File: src/rtl/cpu_sequencer_pkg.sv
// Shared types for the instruction sequencer: state encoding and the
// alu memory-mode codes the sequencer decodes.
package cpu_sequencer_pkg;

   typedef enum logic [3:0] {
      ST_IDLE    = 4'd0,
      ST_FETCH   = 4'd1,
      ST_DECODE  = 4'd2,
      ST_REGREAD = 4'd3,
      ST_EXEC    = 4'd4,
      ST_RESOLVE = 4'd5,
      ST_MEM     = 4'd6,
      ST_WB      = 4'd7,
      ST_HALT    = 4'd8
   } state_e;

   typedef logic [1:0] mem_mode_t;

   localparam mem_mode_t MODE_NOP     = 2'd0;
   localparam mem_mode_t MODE_READ    = 2'd1;
   localparam mem_mode_t MODE_WRITE   = 2'd2;
   localparam mem_mode_t MODE_ILLEGAL = 2'd3;

   function automatic logic is_mem_access(input mem_mode_t mode);
      return (mode == MODE_READ) || (mode == MODE_WRITE);
   endfunction

endpackage

File: src/rtl/cpu_sequencer_if.sv
// Handshake and strobe bundle between the sequencer and the CPU datapath.
// master = sequencer side, slave = memories/decoder/regfile/alu/PC side.
interface cpu_sequencer_if #(
   parameter int CNT_W = 16
);
   logic             I_imem_ready;
   logic             I_dmem_ready;
   logic             I_alu_write_rD;
   logic             I_alu_write_pc;
   logic [1:0]       I_alu_memory_mode;
   logic             I_halt;
   logic             O_imem_req;
   logic             O_decode_en;
   logic             O_reg_en;
   logic             O_alu_en;
   logic             O_dmem_req;
   logic             O_dmem_we;
   logic             O_rd_write;
   logic             O_pc_write;
   logic             O_pc_inc;
   logic [CNT_W-1:0] O_retired;
   logic             O_error;
   logic             O_halted;

   modport master (
      input  I_imem_ready, I_dmem_ready, I_alu_write_rD, I_alu_write_pc,
             I_alu_memory_mode, I_halt,
      output O_imem_req, O_decode_en, O_reg_en, O_alu_en, O_dmem_req,
             O_dmem_we, O_rd_write, O_pc_write, O_pc_inc, O_retired,
             O_error, O_halted
   );

   modport slave (
      output I_imem_ready, I_dmem_ready, I_alu_write_rD, I_alu_write_pc,
             I_alu_memory_mode, I_halt,
      input  O_imem_req, O_decode_en, O_reg_en, O_alu_en, O_dmem_req,
             O_dmem_we, O_rd_write, O_pc_write, O_pc_inc, O_retired,
             O_error, O_halted
   );

endinterface

File: src/rtl/cpu_sequencer_seq_timer.sv
// Loadable, clearable up-counter with a terminal-count flag, used to bound
// the number of cycles spent waiting on data memory.
module seq_timer #(
   parameter int         W        = 8,
   parameter logic [W-1:0] TC_VALUE = {W{1'b1}}
) (
   input  logic         clk,
   input  logic         srst,
   input  logic         load,
   input  logic [W-1:0] load_val,
   input  logic         inc,
   output logic         tc
);
   logic [W-1:0] count_q;
   logic [W-1:0] count_d;

   always_comb begin
      count_d = count_q;
      if (load) begin
         count_d = load_val;
      end else if (inc) begin
         count_d = count_q + W'(1);
      end
   end

   always_ff @(posedge clk) begin
      if (srst) begin
         count_q <= '0;
      end else begin
         count_q <= count_d;
      end
   end

   // tc is high during the cycle whose count equals TC_VALUE.
   assign tc = (count_q == TC_VALUE);

endmodule

File: src/rtl/cpu_sequencer.sv
// Multi-cycle instruction sequencer: fetch, decode, regread, exec, resolve,
// optional data access, writeback. Outputs depend only on registered state.
module cpu_sequencer #(
   parameter int CNT_W   = 16,
   parameter int TIMEOUT = 255
) (
   input logic            I_clk,
   input logic            I_reset,
   cpu_sequencer_if.master bus
);
   import cpu_sequencer_pkg::*;

   localparam int TW = (TIMEOUT < 1) ? 1 : $clog2(TIMEOUT + 1);
   localparam logic [TW-1:0] TIMER_TC = TW'(TIMEOUT - 1);

   state_e           state_q, state_d;
   logic             wr_rd_q, wr_rd_d;
   logic             wr_pc_q, wr_pc_d;
   mem_mode_t        mode_q, mode_d;
   logic             error_q, error_d;
   logic [CNT_W-1:0] retired_q, retired_d;

   logic timer_load;
   logic timer_inc;
   logic timer_tc;

   seq_timer #(
      .W        (TW),
      .TC_VALUE (TIMER_TC)
   ) u_timer (
      .clk      (I_clk),
      .srst     (I_reset),
      .load     (timer_load),
      .load_val ('0),
      .inc      (timer_inc),
      .tc       (timer_tc)
   );

   always_comb begin
      state_d    = state_q;
      wr_rd_d    = wr_rd_q;
      wr_pc_d    = wr_pc_q;
      mode_d     = mode_q;
      error_d    = error_q;
      retired_d  = retired_q;
      timer_load = 1'b0;
      timer_inc  = 1'b0;

      case (state_q)
         ST_IDLE:    state_d = ST_FETCH;
         ST_FETCH: begin
            if (bus.I_imem_ready) begin
               state_d = ST_DECODE;
            end
         end
         ST_DECODE:  state_d = ST_REGREAD;
         ST_REGREAD: state_d = ST_EXEC;
         ST_EXEC:    state_d = ST_RESOLVE;
         ST_RESOLVE: begin
            // alu outputs are registered, so they are only trustworthy here.
            wr_rd_d    = bus.I_alu_write_rD;
            wr_pc_d    = bus.I_alu_write_pc;
            timer_load = 1'b1;
            if (is_mem_access(bus.I_alu_memory_mode)) begin
               mode_d  = bus.I_alu_memory_mode;
               state_d = ST_MEM;
            end else begin
               mode_d  = MODE_NOP;
               state_d = ST_WB;
               if (bus.I_alu_memory_mode == MODE_ILLEGAL) begin
                  error_d = 1'b1;
               end
            end
         end
         ST_MEM: begin
            timer_inc = 1'b1;
            if (bus.I_dmem_ready) begin
               state_d = ST_WB;
            end else if (timer_tc) begin
               // Aborted access: never commit a register write from it.
               error_d = 1'b1;
               wr_rd_d = 1'b0;
               state_d = ST_WB;
            end
         end
         ST_WB: begin
            retired_d = retired_q + CNT_W'(1);
            state_d   = bus.I_halt ? ST_HALT : ST_FETCH;
         end
         ST_HALT:    state_d = ST_HALT;
         default:    state_d = ST_IDLE;
      endcase
   end

   always_ff @(posedge I_clk) begin
      if (I_reset) begin
         state_q   <= ST_IDLE;
         wr_rd_q   <= 1'b0;
         wr_pc_q   <= 1'b0;
         mode_q    <= MODE_NOP;
         error_q   <= 1'b0;
         retired_q <= '0;
      end else begin
         state_q   <= state_d;
         wr_rd_q   <= wr_rd_d;
         wr_pc_q   <= wr_pc_d;
         mode_q    <= mode_d;
         error_q   <= error_d;
         retired_q <= retired_d;
      end
   end

   assign bus.O_imem_req  = (state_q == ST_FETCH);
   assign bus.O_decode_en = (state_q == ST_DECODE);
   assign bus.O_reg_en    = (state_q == ST_REGREAD);
   assign bus.O_alu_en    = (state_q == ST_EXEC);
   assign bus.O_dmem_req  = (state_q == ST_MEM);
   assign bus.O_dmem_we   = (state_q == ST_MEM) && (mode_q == MODE_WRITE);
   assign bus.O_rd_write  = (state_q == ST_WB) && wr_rd_q && (mode_q != MODE_WRITE);
   assign bus.O_pc_write  = (state_q == ST_WB) && wr_pc_q;
   assign bus.O_pc_inc    = (state_q == ST_WB) && !wr_pc_q;
   assign bus.O_retired   = retired_q;
   assign bus.O_error     = error_q;
   assign bus.O_halted    = (state_q == ST_HALT);

endmodule

File: src/flat_wrapper.sv
// flat-port wrapper written by rule: the top's interface ports become plain ports
module cpu_sequencer_flat import cpu_sequencer_pkg::*;
#(
   parameter int CNT_W   = 16,
   parameter int TIMEOUT = 255
)
  (I_clk, I_reset, bus_I_imem_ready, bus_I_dmem_ready, bus_I_alu_write_rD, bus_I_alu_write_pc, bus_I_alu_memory_mode, bus_I_halt, bus_O_imem_req, bus_O_decode_en, bus_O_reg_en, bus_O_alu_en, bus_O_dmem_req, bus_O_dmem_we, bus_O_rd_write, bus_O_pc_write, bus_O_pc_inc, bus_O_retired, bus_O_error, bus_O_halted);
  cpu_sequencer_if #(.CNT_W(CNT_W)) bus_i ();
  input logic I_clk;
  input logic I_reset;
  input wire logic [$bits(bus_i.I_imem_ready)-1:0] bus_I_imem_ready;
  input wire logic [$bits(bus_i.I_dmem_ready)-1:0] bus_I_dmem_ready;
  input wire logic [$bits(bus_i.I_alu_write_rD)-1:0] bus_I_alu_write_rD;
  input wire logic [$bits(bus_i.I_alu_write_pc)-1:0] bus_I_alu_write_pc;
  input wire logic [$bits(bus_i.I_alu_memory_mode)-1:0] bus_I_alu_memory_mode;
  input wire logic [$bits(bus_i.I_halt)-1:0] bus_I_halt;
  output wire logic [$bits(bus_i.O_imem_req)-1:0] bus_O_imem_req;
  output wire logic [$bits(bus_i.O_decode_en)-1:0] bus_O_decode_en;
  output wire logic [$bits(bus_i.O_reg_en)-1:0] bus_O_reg_en;
  output wire logic [$bits(bus_i.O_alu_en)-1:0] bus_O_alu_en;
  output wire logic [$bits(bus_i.O_dmem_req)-1:0] bus_O_dmem_req;
  output wire logic [$bits(bus_i.O_dmem_we)-1:0] bus_O_dmem_we;
  output wire logic [$bits(bus_i.O_rd_write)-1:0] bus_O_rd_write;
  output wire logic [$bits(bus_i.O_pc_write)-1:0] bus_O_pc_write;
  output wire logic [$bits(bus_i.O_pc_inc)-1:0] bus_O_pc_inc;
  output wire logic [$bits(bus_i.O_retired)-1:0] bus_O_retired;
  output wire logic [$bits(bus_i.O_error)-1:0] bus_O_error;
  output wire logic [$bits(bus_i.O_halted)-1:0] bus_O_halted;
  assign bus_i.I_imem_ready = bus_I_imem_ready;
  assign bus_i.I_dmem_ready = bus_I_dmem_ready;
  assign bus_i.I_alu_write_rD = bus_I_alu_write_rD;
  assign bus_i.I_alu_write_pc = bus_I_alu_write_pc;
  assign bus_i.I_alu_memory_mode = bus_I_alu_memory_mode;
  assign bus_i.I_halt = bus_I_halt;
  assign bus_O_imem_req = bus_i.O_imem_req;
  assign bus_O_decode_en = bus_i.O_decode_en;
  assign bus_O_reg_en = bus_i.O_reg_en;
  assign bus_O_alu_en = bus_i.O_alu_en;
  assign bus_O_dmem_req = bus_i.O_dmem_req;
  assign bus_O_dmem_we = bus_i.O_dmem_we;
  assign bus_O_rd_write = bus_i.O_rd_write;
  assign bus_O_pc_write = bus_i.O_pc_write;
  assign bus_O_pc_inc = bus_i.O_pc_inc;
  assign bus_O_retired = bus_i.O_retired;
  assign bus_O_error = bus_i.O_error;
  assign bus_O_halted = bus_i.O_halted;
  cpu_sequencer #(.CNT_W(CNT_W), .TIMEOUT(TIMEOUT)) u_core (.I_clk(I_clk), .I_reset(I_reset), .bus(bus_i));
endmodule
File: config.mk
export PLATFORM = sky130hd
export DESIGN_NAME = cpu_sequencer_flat
export DESIGN_NICKNAME = d
export VERILOG_FILES = /design/src/rtl/cpu_sequencer_pkg.sv /design/src/rtl/cpu_sequencer_if.sv /design/src/rtl/cpu_sequencer_seq_timer.sv /design/src/rtl/cpu_sequencer.sv /design/src/flat_wrapper.sv
export SDC_FILE = /design/constraint.sdc
export NUM_CORES = 1
export LEC_CHECK = 0
export CAP_MARGIN = 20
export CORE_MARGIN = 2
export CORE_UTILIZATION = 45
export CTS_BUF_LIST = sky130_fd_sc_hd__clkbuf_8 sky130_fd_sc_hd__clkbuf_16
export CTS_CLUSTER_DIAMETER = 150
export DETAILED_ROUTE_END_ITERATION = 8
export GPL_ROUTABILITY_DRIVEN = 1
export PLACE_DENSITY = 0.72
export SLEW_MARGIN = 30
export SYNTH_ARGS = -nofsm -noshare
export SYNTH_HDL_FRONTEND = slang
export SYNTH_SLANG_ARGS = --single-unit
File: constraint.sdc
create_clock -name I_clk -period 2.19 [get_ports I_clk]
set_input_delay 0.219 -clock I_clk [delete_from_list [all_inputs] [get_ports I_clk]]
set_output_delay 0.219 -clock I_clk [all_outputs]
set_load 0.02 [all_outputs]
# After elaboration in Yosys (flattened, before gate mapping)
# Index checks and enable logic that the tools add are counted.
dict set report word_totals {
  register_bits 33
  in_bits 9
  output_inout_bits 27
  wordCells 59
}
dict set report classes {
  addsub 2
  n_eq_ne 20
  n_mux 17
  reduce_logical 13
}
# cell n
set ops {}
lappend ops {{one-hot mux 4 bit (9 select lines)} 1}
lappend ops {{adder 16 x 1 -> 16 bit, second input constant} 1}
lappend ops {{equality test 4 x 3 -> 1 bit, second input constant} 4}
lappend ops {{two-way mux 4 bit} 4}
lappend ops {{two-way mux 1 bit} 9}
lappend ops {{adder 8 x 1 -> 8 bit, second input constant} 1}
lappend ops {{equality test 4 x 2 -> 1 bit, second input constant} 2}
lappend ops {{equality test 8 bit, second input constant} 1}
lappend ops {{inequality test 2 bit, second input constant} 4}
lappend ops {{equality test 2 bit, second input constant} 3}
lappend ops {{logical AND 1 bit} 5}
lappend ops {{AND reduction 5 bit} 1}
lappend ops {{equality test 4 x 1 -> 1 bit, second input constant} 1}
lappend ops {{equality test 4 bit, second input constant} 1}
lappend ops {{zero test 4 bit} 1}
lappend ops {{inequality test 2 x 1 -> 1 bit, second input constant} 2}
lappend ops {{one-hot mux 1 bit (2 select lines)} 2}
lappend ops {{inequality test 3 x 2 -> 1 bit, second input constant} 1}
lappend ops {{AND reduction 3 bit} 1}
lappend ops {{equality test 2 x 1 -> 1 bit, second input constant} 1}
lappend ops {{two-way mux 2 bit} 1}
lappend ops {{AND reduction 2 bit} 1}
lappend ops {{nonzero test 2 bit} 1}
lappend ops {{OR reduction 2 bit} 1}
lappend ops {{other kinds (2)} 2}

# Depth between registers and ports, before layout
# Gate-level depths: netlist of the first run.
dict set report logic_depth {
  word_depth 4
  mapped_depth 6
  ltp_nobuf 5
}

# By module
# Synthesis of the first run repeated with hierarchy kept, for this count alone.
dict set report unflattened {
  hier_cells 211
  hier_area_um2 1750.4
}
# module instances cells_per_inst area_each_um2 seq_area_each_um2
set modules_own_cells {}
lappend modules_own_cells {cpu_sequencer 1 153 1265.0 500.5}
lappend modules_own_cells {seq_timer 1 58 485.5 160.2}

# Least setup slack after synthesis of the first run
# No wires, ideal clock.
dict set report synth_path {
  kind {reg-to-reg}
  startpoint {register u_core.retired_q[3] (netlist: u_core.bus.O_retired[3])}
  endpoint {register u_core.retired_q[15] (netlist: u_core.bus.O_retired[15])}
  setup_ns 0.123
  t_arrival_ns 1.551
  t_required_ns 2.067
  slack_ns 0.515
  stages_incl_launch_ff 5
  path_buffers 0
  period_less_slack_ns 1.675
  path_cell_list {dfxtp_1 > nand4_1 > nor4_4 > nand4_1 > mux2_1}
}
dict set report synth_between {
  elab_chain_cells 1
}
# element line
set synth_lines {}
lappend synth_lines {{start: declaration} cpu_sequencer.sv:21} ;# logic [CNT_W-1:0] retired_q, retired_d;
lappend synth_lines {{start signal: assignment} cpu_sequencer.sv:109} ;# retired_q <= retired_d;
lappend synth_lines {{adder 16 x 1 -> 16 bit} cpu_sequencer.sv:87} ;# retired_d = retired_q + CNT_W'(1);
# Every way passes these cells.
# A chain may end at the register's enable or synchronous reset.

# Worst setup path in the final report of the first run
dict set report layout_path {
  startpoint {register u_core.state_q[1]}
  endpoint {output bus_O_rd_write}
}
dict set report layout_between {
  elab_chain_cells 3
}
# element line
set layout_lines {}
lappend layout_lines {{start: declaration} cpu_sequencer.sv:16} ;# state_e state_q, state_d;
lappend layout_lines {{start signal: assignment} cpu_sequencer.sv:104} ;# state_q <= state_d;
lappend layout_lines {{equality test 4 x 3 -> 1 bit} cpu_sequencer.sv:119} ;# assign bus.O_rd_write = (state_q == ST_WB) && wr_rd_q && (mode_q != MODE_WRITE);
lappend layout_lines {{logical AND 1 bit (2 in a row)} cpu_sequencer.sv:119}
lappend layout_lines {{end: declaration} flat_wrapper.sv:23} ;# output wire logic [$bits(bus_i.O_rd_write)-1:0] bus_O_rd_write;
# Every way passes these cells.

==> metrics.md, run 1 <==
| Metric | Value |
|---|---|
| Status | `finished clean` |
| CTS Buffer Depth | `2` |
| Crit end category | `output pin` |
| Critical Path Start Type | `register` |
| Endpoints failing hold | `0` |
| Via count of the first global-routing pass | `1294` |
| Fin Setup TNS | `0 ns` |
| Share of the synthesized area in the top cell type | `0.407` |
| Post-layout power | `1.14 mW` |
| Critical path type | `register to output pin` |
| Antenna-violating nets left | `0` |
| Area leader, netlist | `dfxtp_1` |
| Sequential fraction of the synthesis area | `0.407` |
| Actual slew at the worst max-slew pin | `0.534 ns` |
| Post-synth EDFFs | `0` |
| Antenna violations before repair | `0` |
| Core area | `0.00339 mm²` |
| Gr usage total | `0.188` |
| DPL Wire Length | `2600 µm` |
| Hold Path Depth | `2` |
| H-Tree Depth | `2` |
| Fin. max-slew vios | `0` |
| Area grow syn2layout | `30.2%` |
| CTS Sinks | `33` |
| Post-Syn Area | `0.00162 mm²` |
| Max-cap violation count | `0` |
| First-pass iteration count of the detailed router | `4` |
| Fin Clk Skew | `0.00687 ns` |
| Starting Density | `0.478` |
| DIE WIDTH | `64.0 µm` |
| Reg2reg setup slack | `0.44 ns` |
| Seq cells post-synth | `33` |
| Num rows | `21` |
| Final count of negative-setup-slack endpoints | `0` |
| Syn Nets | `202` |
| Die Ht | `64.0 µm` |
| Fmax achieved | `0.474 GHz` |
| DRC viols | `0` |
| WL per Instance | `12.6 µm` |
| Hold path start | `u_core.u_timer.count_q[0]$_SDFFE_PP0N_` |
| Type of the worst min-delay path | `register to register` |
| Unique cell type count in the Yosys netlist | `41` |
| Num CTS Buffers | `5` |
| Max IR drop VDD | `0.290 mV` |
| Io pins | `36` |
| Final wirelength | `3410 µm` |
| Clk root buf | `clkbuf_8` |
| Gr ovfl total | `0` |
| Most frequent cell after synthesis | `dfxtp_1` |
| First-pass GRT wire length | `5890 µm` |
| Layout cell share with drive strength beyond 1 | `0.107` |
| Hold endpoint | `u_core.u_timer.count_q[0]$_SDFFE_PP0N_` |
| Synth Instances | `187` |
| Via/cell ratio | `5.18` |
| Final Cycle Share | `0.963` |
| Dominant cells by area after synthesis | `dfxtp_1 (41%), nor2_1 (7.2%), xor2_1 (5.4%), ha_1 (4.6%), xnor2_1 (3.2%)` |
| Vias | `1403` |
| Diode count | `0` |
| Crit path max fanout | `7` |
| Data arrival, critical path | `1.89 ns` |
| R2R Path End | `u_core.bus.O_retired[15]$_SDFFE_PP0N_` |
| R2R cell count | `4` |
| Tmin final | `2.11 ns` |
| Top FF cell, synth | `dfxtp_1` |
| Clk slew on worst S/H paths | `0.06 ns` |
| GP Congestion | `0.774` |
| Worst-skew pair later-pin latency | `0.29 ns` |
| # hold bufs at CTS | `0` |
| Yosys warnings | `0` |
| Worst endpoint required time | `1.97 ns` |
| RSZ-0062 raised after global routing | `no` |
| Nets@finish | `239` |
| P_leak | `0.817 nW` |
| Largest net degree at the start of global routing | `16` |
| Power per cell area | `541 mW/mm²` |
| Ys async rst share | `0` |
| RR Startpoint | `u_core.state_q[3]$_SDFFE_PP0P_` |
| # port buffers | `35` |
| Syn Area/Cell | `8.67 µm²` |
| Die area | `0.00410 mm²` |
| Slew HR | `0.641` |
| CTS tree | `yes` |
| Iter 0 DRT Violations | `47` |
| Top cells by count, synth | `dfxtp_1 (33), nor2_1 (31), nand2_1 (12)` |
[stage by stage]
| stage | cells | util | worst slack, ns | hold WS, ns | instance area (µm²) |
|---|---|---|---|---|---|
| global placement | 263 | 0.594 | 0.247 | 0.474 | 2010 |
| detailed placement | 263 | 0.594 | 0.235 | 0.486 | 2010 |
| CTS | 271 | 0.621 | 0.00415 | 0.496 | 2100 |
| global route | 271 | 0.623 | 0.000868 | 0.522 | 2110 |
| finish | 271 | 0.623 | 0.0816 | 0.495 | 2110 |
| floorplan | 187 | - | 0.515 | 0.360 | 1620 |
[routing by layer]
metal,vias to the layer above,GRT usage,wire length (µm),share of wire
met2,30,0.311,1690,0.49
met4,0,0.0951,65,0.019
met3,6,0.0616,164,0.048
li1,716,-,-,-
met1,651,0.215,1490,0.44
met5,-,0,0,0
[registers in the layout, summed over array words and instances (netlist names)]
name	cells
u_core.bus.O_error	1
u_core.wr_pc_q	1
u_core.wr_rd_q	1
u_core.state_q	4
u_core.u_timer.count_q	8
u_core.bus.O_retired	16
u_core.mode_q	2
[report_power, final]
part / switching, mW / total [mW] / internal [mW] / leakage (nW)
sequential: 0.0126 / 0.619 / 0.606 / 0.267
clock: 0.221 / 0.439 / 0.219 / 0.0439
combinational: 0.0430 / 0.0837 / 0.0407 / 0.506
total: 0.276 / 1.14 / 0.866 / 0.817
[layout by cell type (no fill, tap or decap), types with 3 or more instances in the layout]
master / count
nand2_1: 12
xnor2_1: 6
nor3_1: 10
ha_1: 6
nand4_1: 6
inv_1: 7
clkdlybuf4s50_1: 35
nor2_1: 31
xor2_1: 10
and3_1: 3
nand2b_1: 5
mux2i_1: 3
nand3_1: 8
a21oi_1: 9
dfxtp_1: 31
clkbuf_8: 5
buf_4: 3
nor2b_1: 3
[final cells by class]
| type | instances | area [µm²] |
|---|---|---|
| inverter | 8 | 30.0 |
| timing repair buffer | 38 | 373 |
| sequential | 33 | 663 |
| clock inverter | 3 | 17.5 |
| fill | 304 | 1280 |
| tap | 46 | 57.6 |
| multi-input combinational | 138 | 901 |
| clock buffer | 5 | 68.8 |
[worst max-delay path by stage]
stage,from,to,cells after the start
2_1_floorplan,u_core.bus.O_retired[3]$_SDFFE_PP0N_,u_core.bus.O_retired[15]$_SDFFE_PP0N_,4
3_3_place_gp,u_core.state_q[2]$_SDFFE_PP0P_,bus_O_rd_write,3
3_5_place_dp,u_core.state_q[2]$_SDFFE_PP0P_,bus_O_rd_write,3
4_1_cts,u_core.state_q[1]$_SDFFE_PP0P_,bus_O_halted,3
5_1_grt,u_core.state_q[2]$_SDFFE_PP0P_,bus_O_rd_write,3
6_report,u_core.state_q[1]$_SDFFE_PP0P_,bus_O_rd_write,3
[kinds of logic (layout without fill, tap and decap cells)]
kind of cell / count (synthesis) / after routing / synth area share
AOI/OAI and AO/OA: 18 / 18 / 0.0710
adders and majority gates: 6 / 6 / 0.0463
DFF: 33 / 33 / 0.407
xor gates and xnor gates: 16 / 16 / 0.0864
buffers and inverters: 16 / 54 / 0.0417
muxes: 6 / 6 / 0.0394
and+or+nand+nor: 92 / 92 / 0.308
[worst max-delay path, cell delays in order, from the launching register on]
cell and delay [ns]:
dfxtp_1 0.46, and4b_2 0.36, and3_1 0.18, clkdlybuf4s50_1 0.60
[timing repair]
item                                   in CTS  in global routing
endpoints found under the hold margin       0                  0
setup endpoints to repair                   3                  1
gates resized for setup                     3                  1
buffers inserted                            0                  0
Note: power is estimated with default switching activity, not from simulation.
==> inputs of run 2 (changes only) <==
SLEW_MARGIN = 0   (was 30)
==> results of run 2 <==
The final DEF is identical to that of run 1; final timing and power are the same.
